===== config.mk =====
export PLATFORM = sky130hd
export DESIGN_NAME = keypad_scanner
export DESIGN_NICKNAME = d
export VERILOG_FILES = /design/src/rtl/keypad_scanner.sv
export SDC_FILE = /design/constraint.sdc
export NUM_CORES = 1
export LEC_CHECK = 0
export BUFFER_PORTS_ARGS = -buffer_cell sky130_fd_sc_hd__buf_2
export CORE_UTILIZATION = 55
export DETAILED_ROUTE_END_ITERATION = 10
export GPL_ROUTABILITY_DRIVEN = 1
export PLACE_DENSITY = 0.73
export RECOVER_POWER = 100
export SYNTH_ARGS = -nofsm -noshare
export SYNTH_HDL_FRONTEND = slang
export SYNTH_SLANG_ARGS = --single-unit

===== constraint.sdc =====
create_clock -name clock -period 16 [get_ports clock]
set_clock_uncertainty 0.15 [all_clocks]
set_input_delay 3.2 -clock clock [delete_from_list [all_inputs] [get_ports clock]]
set_output_delay 3.2 -clock clock [all_outputs]
set_load 0.01 [all_outputs]

===== src/rtl/keypad_scanner.sv =====
// keypad_scanner: scans a 4x4 active-low matrix keypad one column at a time,
// debounces whole-scan results and shifts each accepted hex digit into a
// 16-bit entry register.
// Ports:
//   clock, reset      system clock, asynchronous active-high reset
//   row[3:0]          keypad rows (active-low, pulled up), row[0] top
//   col[3:0]          keypad column drive (one-hot-low), col[0] leftmost
//   clear             synchronous clear of value
//   key_valid         one-cycle pulse per accepted press
//   key_code[3:0]     hex code of the last accepted key
//   key_down          high while the accepted key is held
//   value[15:0]       entry register, newest digit in [3:0]
module keypad_scanner #(
   parameter int SCAN_DIV       = 2048,
   parameter int DEBOUNCE_SCANS = 4
) (
   input  logic        clock,
   input  logic        reset,
   input  logic [3:0]  row,
   output logic [3:0]  col,
   input  logic        clear,
   output logic        key_valid,
   output logic [3:0]  key_code,
   output logic        key_down,
   output logic [15:0] value
);

   localparam int DIV_W = $clog2(SCAN_DIV);
   localparam int CNT_W = $clog2(DEBOUNCE_SCANS + 1);

   typedef enum logic [1:0] {
      IDLE        = 2'd0,
      PRESS_CHK   = 2'd1,
      HELD        = 2'd2,
      RELEASE_CHK = 2'd3
   } state_t;

   // ------------------------------------------------------------------
   // Scan timing: slot counter and column drive
   // ------------------------------------------------------------------
   logic [DIV_W-1:0] div_cnt;
   logic [1:0]       col_idx;
   logic             slot_last;
   logic             scan_end;

   assign slot_last = (div_cnt == DIV_W'(SCAN_DIV - 1));
   assign scan_end  = slot_last && (col_idx == 2'd3);

   // col is registered rather than decoded from col_idx so the keypad
   // lines never glitch.
   always_ff @(posedge clock or posedge reset) begin
      if (reset) begin
         div_cnt <= '0;
         col_idx <= 2'd0;
         col     <= 4'b1110;
      end else if (slot_last) begin
         div_cnt <= '0;
         col_idx <= col_idx + 2'd1;
         col     <= {col[2:0], col[3]};
      end else begin
         div_cnt <= div_cnt + DIV_W'(1);
      end
   end

   // ------------------------------------------------------------------
   // Row synchronizer and per-column sampling
   // ------------------------------------------------------------------
   logic [3:0] row_meta;
   logic [3:0] row_sync;

   always_ff @(posedge clock or posedge reset) begin
      if (reset) begin
         row_meta <= 4'b1111;
         row_sync <= 4'b1111;
      end else begin
         row_meta <= row;
         row_sync <= row_meta;
      end
   end

   // Hits for columns 0..2, column-major: bit c*4+r set = row r low while
   // column c was driven. Column 3 is taken straight from row_sync on the
   // scan-end cycle, so it is never stored.
   logic [11:0] hit_acc;
   logic [15:0] hit_now;

   always_ff @(posedge clock or posedge reset) begin
      if (reset) begin
         hit_acc <= '0;
      end else if (slot_last) begin
         case (col_idx)
            2'd0:    hit_acc[3:0]  <= ~row_sync;
            2'd1:    hit_acc[7:4]  <= ~row_sync;
            2'd2:    hit_acc[11:8] <= ~row_sync;
            default: ;
         endcase
      end
   end

   assign hit_now = {~row_sync, hit_acc};

   // ------------------------------------------------------------------
   // Scan result classification
   // ------------------------------------------------------------------
   logic [4:0] n_hits;
   logic [3:0] hit_rc;     // {row, col} of the (last) hit found
   logic [3:0] scan_code;
   logic       res_none;
   logic       res_key;

   always_comb begin
      n_hits = 5'd0;
      hit_rc = 4'd0;
      for (int c = 0; c < 4; c++) begin
         for (int r = 0; r < 4; r++) begin
            if (hit_now[c*4 + r]) begin
               n_hits = n_hits + 5'd1;
               hit_rc = {2'(r), 2'(c)};
            end
         end
      end
   end

   always_comb begin
      case (hit_rc)
         4'd0:    scan_code = 4'h1;
         4'd1:    scan_code = 4'h2;
         4'd2:    scan_code = 4'h3;
         4'd3:    scan_code = 4'hA;
         4'd4:    scan_code = 4'h4;
         4'd5:    scan_code = 4'h5;
         4'd6:    scan_code = 4'h6;
         4'd7:    scan_code = 4'hB;
         4'd8:    scan_code = 4'h7;
         4'd9:    scan_code = 4'h8;
         4'd10:   scan_code = 4'h9;
         4'd11:   scan_code = 4'hC;
         4'd12:   scan_code = 4'h0;
         4'd13:   scan_code = 4'hF;
         4'd14:   scan_code = 4'hE;
         default: scan_code = 4'hD;
      endcase
   end

   assign res_none = (n_hits == 5'd0);
   assign res_key  = (n_hits == 5'd1);

   // ------------------------------------------------------------------
   // Debounce FSM
   // ------------------------------------------------------------------
   state_t           state, state_n;
   logic [CNT_W-1:0] cnt, cnt_n;
   logic [3:0]       cand, cand_n;
   logic             accept;
   logic [3:0]       accept_code;
   logic [3:0]       key_code_n;
   logic [15:0]      value_n;

   always_ff @(posedge clock or posedge reset) begin
      if (reset) begin
         state     <= IDLE;
         cnt       <= '0;
         cand      <= 4'h0;
         key_valid <= 1'b0;
         key_code  <= 4'h0;
         value     <= 16'h0000;
      end else begin
         state     <= state_n;
         cnt       <= cnt_n;
         cand      <= cand_n;
         key_valid <= accept;
         key_code  <= key_code_n;
         value     <= value_n;
      end
   end

   always_comb begin
      state_n     = state;
      cnt_n       = cnt;
      cand_n      = cand;
      accept      = 1'b0;
      accept_code = cand;

      if (scan_end) begin
         case (state)
            IDLE: begin
               if (res_key) begin
                  cand_n = scan_code;
                  cnt_n  = CNT_W'(1);
                  if (DEBOUNCE_SCANS == 1) begin
                     accept      = 1'b1;
                     accept_code = scan_code;
                     state_n     = HELD;
                  end else begin
                     state_n = PRESS_CHK;
                  end
               end
            end
            PRESS_CHK: begin
               if (res_key && (scan_code == cand)) begin
                  cnt_n = cnt + CNT_W'(1);
                  if (cnt_n == CNT_W'(DEBOUNCE_SCANS)) begin
                     accept  = 1'b1;
                     state_n = HELD;
                  end
               end else begin
                  cnt_n   = '0;
                  state_n = IDLE;
               end
            end
            HELD: begin
               // No rollover: anything but a clean NONE keeps us here.
               if (res_none) begin
                  if (DEBOUNCE_SCANS == 1) begin
                     cnt_n   = '0;
                     state_n = IDLE;
                  end else begin
                     cnt_n   = CNT_W'(1);
                     state_n = RELEASE_CHK;
                  end
               end
            end
            default: begin // RELEASE_CHK
               if (res_none) begin
                  cnt_n = cnt + CNT_W'(1);
                  if (cnt_n == CNT_W'(DEBOUNCE_SCANS)) begin
                     cnt_n   = '0;
                     state_n = IDLE;
                  end
               end else begin
                  state_n = HELD;
               end
            end
         endcase
      end
   end

   // Clear wins over the old contents but not over a digit accepted on the
   // same edge, which then lands in an otherwise empty register.
   always_comb begin
      key_code_n = key_code;
      value_n    = value;
      if (accept) begin
         key_code_n = accept_code;
         value_n    = clear ? {12'h000, accept_code} : {value[11:0], accept_code};
      end else if (clear) begin
         value_n = 16'h0000;
      end
   end

   assign key_down = (state == HELD) || (state == RELEASE_CHK);

endmodule


==> results.yml <==
logic_synthesis:
  synthArstFlopShare: 1.000
  synth_ff_type: "dfrtp_1"
  yosys_warnings: 0
  ys_types: 77
  synth_fp_nets: 580
  synth_cells: 543
  syn_area_mm2: 0.005057
  synth_area_leaders: "dfrtp_1 (28%), ha_1 (7.4%), dfstp_2 (5.7%), nand2_1 (4.6%), xnor2_1 (4.5%)"
  synth_edf_count: 0
  syn_avg_cell_area_um2: 9.314
  synth.most_common_cell: "nand2_1"
  yosysTopAreaCellShare: 0.2771
  yosysSeqAreaShare: 0.3342
  synth-seq-cells: 67
  synth_top_area_cell: "dfrtp_1"
  netlist_top_cells_count: "nand2_1 (62), dfrtp_1 (56), nor2_1 (39)"
sta:
  fmax_ghz: 0.08562
  whs_ns: 0.2042
  setup_violations: 0
  slew_violations: 68
  worst_pin_slew_ns: 3.446
  timing.final.crit_share: 0.7300
  slew_headroom: -1.297
  rsz0062_at_grt: "no"
  hold_viol: 0
  tns_ns: 0
  fin_crit_ns: 11.68
  fin_ws_ns: 4.321
die:
  dieWidth_um: 97.89
  num_rows: 34
  core_area_mm2: 0.008806
  dieArea_mm2: 0.009582
  start_util: 0.5743
  fp.dieH_um: 97.89
  ios: 33
finish:
  fin_util: 0.6155
  fill_cells: 750
  nets: 601
  antenna_cells: 0
  final_cell_count_no_fill: 677
  area_delta_synth_final_pct: 7.175
  drive_gt1_frac: 0.1037
grt:
  grt_max_degree: 68
  track_usage: 0.2179
  antenna_found_initial: 0
  grt_pass1_vias: 3759
  globalRouteOverflowTotal: 0
  grt_pass1_wl_um: 17080
critical_path:
  start_kind: "register"
  arrival_ns: 11.75
  critPathRequiredTime_ns: 16.07
  endpoint: "value[8]"
  rrSetupSlack_ns: 4.32
  cpMostUsedCell: "ha_1"
  rr_worst_depth: 50
  regToRegStartpoint: "hit_acc[1]"
  crit-reg2reg-capture: "value[8]"
  endpoint_kind: "register"
  path_max_fanout: 25
  critPathKind: "register to register"
  critPathLaunch: "hit_acc[1]"
  slowest_stage: "clkbuf_1"
  cpPeakStageDelay_ns: 0.95
route:
  routed-via-count: 3847
  wl_per_cell_um: 14.23
  drt-vias-per-instance: 5.682
  final_antenna_net_count: 0
  dr.pass1.iters: 4
  wirelength_um: 9634
  drt-initial-drc-count: 184
  drcViolationCount: 0
placement:
  dpl.cell_count: 661
  place_ws_ns: 5.156
  place.gp.congestion: 0.8728
  dp_hpwl_um: 7134
  numPortBuffers: 32
clocking:
  h-tree-depth: 3
  clk_path_buf_depth: 2
  cts-buffers-inserted: 9
  cts_resized: 0
  postCtsSetupBuffers: 0
  cts_tree: "built"
  hold_buffers: 0
  insertion_delay_ns: 0.34
  cts_root_buffer: "clkbuf_8"
  cts_sinks: 67
  clkSlewWorstSetupHoldPaths_ns: 0.07
flow_run:
  maxCapViolCount: 1
power_and_ir_drop:
  ir_drop_mv: 0.06923
  p_per_area_mw_per_mm2: 63.32
  p_leak_uw: 0.002480
outcome:
  status: "complete, but fails checks"
  failed_checks: "max-capacitance violations, max-slew violations"
hold_path:
  hp-class: "register to register"
-- area by class of cell --
class                      count  area (µm²)  share of cell area
inverter                      38       150.1             0.02770
clock buffer                  10       127.6             0.02355
sequential                    67        1690              0.3119
multi-input combinational    413        3082              0.5686
timing repair buffer          35       146.4             0.02701
clock inverter                 6       88.84             0.01639
tap                          108       135.1             0.02493
-- worst min path at each step --
| stage | from | endpoint | slack [ns] | cells past startpoint |
|---|---|---|---|---|
| floorplan | row_meta[0] | row_sync[0] | 0.20 | 0 |
| global placement | row_meta[1] | row_sync[1] | 0.20 | 0 |
| detailed placement | row_meta[2] | row_sync[2] | 0.20 | 0 |
| CTS | row_meta[2] | row_sync[2] | 0.21 | 0 |
| global route | row_meta[1] | row_sync[1] | 0.21 | 0 |
| finish | row_meta[2] | row_sync[2] | 0.20 | 0 |
-- logic make-up (layout without fill, tap and decap cells) --
group / after synthesis / after routing / share of synthesized area
XOR/XNOR: 65 / 65 / 0.1509
adder cells (fa/ha/maj): 30 / 30 / 0.07422
multiplexers: 34 / 34 / 0.07150
buffers and inverters: 63 / 89 / 0.05146
flip-flops: 67 / 67 / 0.3342
AO/OA/AOI/OAI: 98 / 98 / 0.1294
AND/OR/NAND/NOR: 186 / 186 / 0.1883
-- cells in the final DEF, fill, tap and decap left out, types with 4 or more instances in the layout --
cell type and n:
clkbuf_8 9, o21ai_0 26, and3_1 7, dfstp_2 8
xnor3_1 7, a21oi_1 15, inv_1 36, or3_1 4
mux2_2 11, or2_2 4, nor2b_1 13, xor2_1 24
nand2b_1 7, mux2i_1 20, a31oi_1 6, clkbuf_1 26
o31ai_1 7, o211ai_1 4, nor4_1 6, ha_1 30
nor2_1 39, nor3b_1 4, buf_2 9, nand3_1 18
nor3_1 5, xnor2_1 26, nand2_1 62, o22ai_1 5
dfrtp_1 56
-- metal layers --
metal  global-route usage  vias up  part of all wire
li1                     -     1937                 -
met1               0.2871     1807              0.47
met2               0.3554       83              0.47
met3              0.03722       20             0.039
met4              0.09324        0             0.022
met5                    0        -                 0
-- worst max-delay path, delay by kind of cell (launching register included) --
family	cells	cell delay, ns
adder cells (fa/ha/maj)	12	3.56
buffers and inverters	2	1.06
AND/OR/NAND/NOR	18	3.14
flip-flops	1	0.41
XOR/XNOR	1	0.22
multiplexers	3	0.90
AO/OA/AOI/OAI	14	2.09
-- registers in the layout, indices dropped and copies added (netlist names), 3 cells and up --
| register | count |
|---|---|
| value | 16 |
| hit_acc | 12 |
| div_cnt | 11 |
| accept_code | 4 |
| col | 4 |
| key_code | 4 |
| row_meta | 4 |
| row_sync | 4 |
| cnt | 3 |
-- power by group --
group	leakage, µW	switching (µW)	total, µW	internal, µW
Clock	0.000103	64.4	152	88.0
Sequential	0.000884	2.22	173	171
Combinational	0.00149	11.6	17.4	5.77
-- metrics by stage --
step,instance area (µm²),total power [µW]
2_1_floorplan,5057,189.8
3_3_place_gp,5265,193.5
3_5_place_dp,5265,194.6
4_1_cts,5482,347.6
5_1_grt,5420,354.0
6_report,5420,343.2
Power figures use the tool's default switching activity.
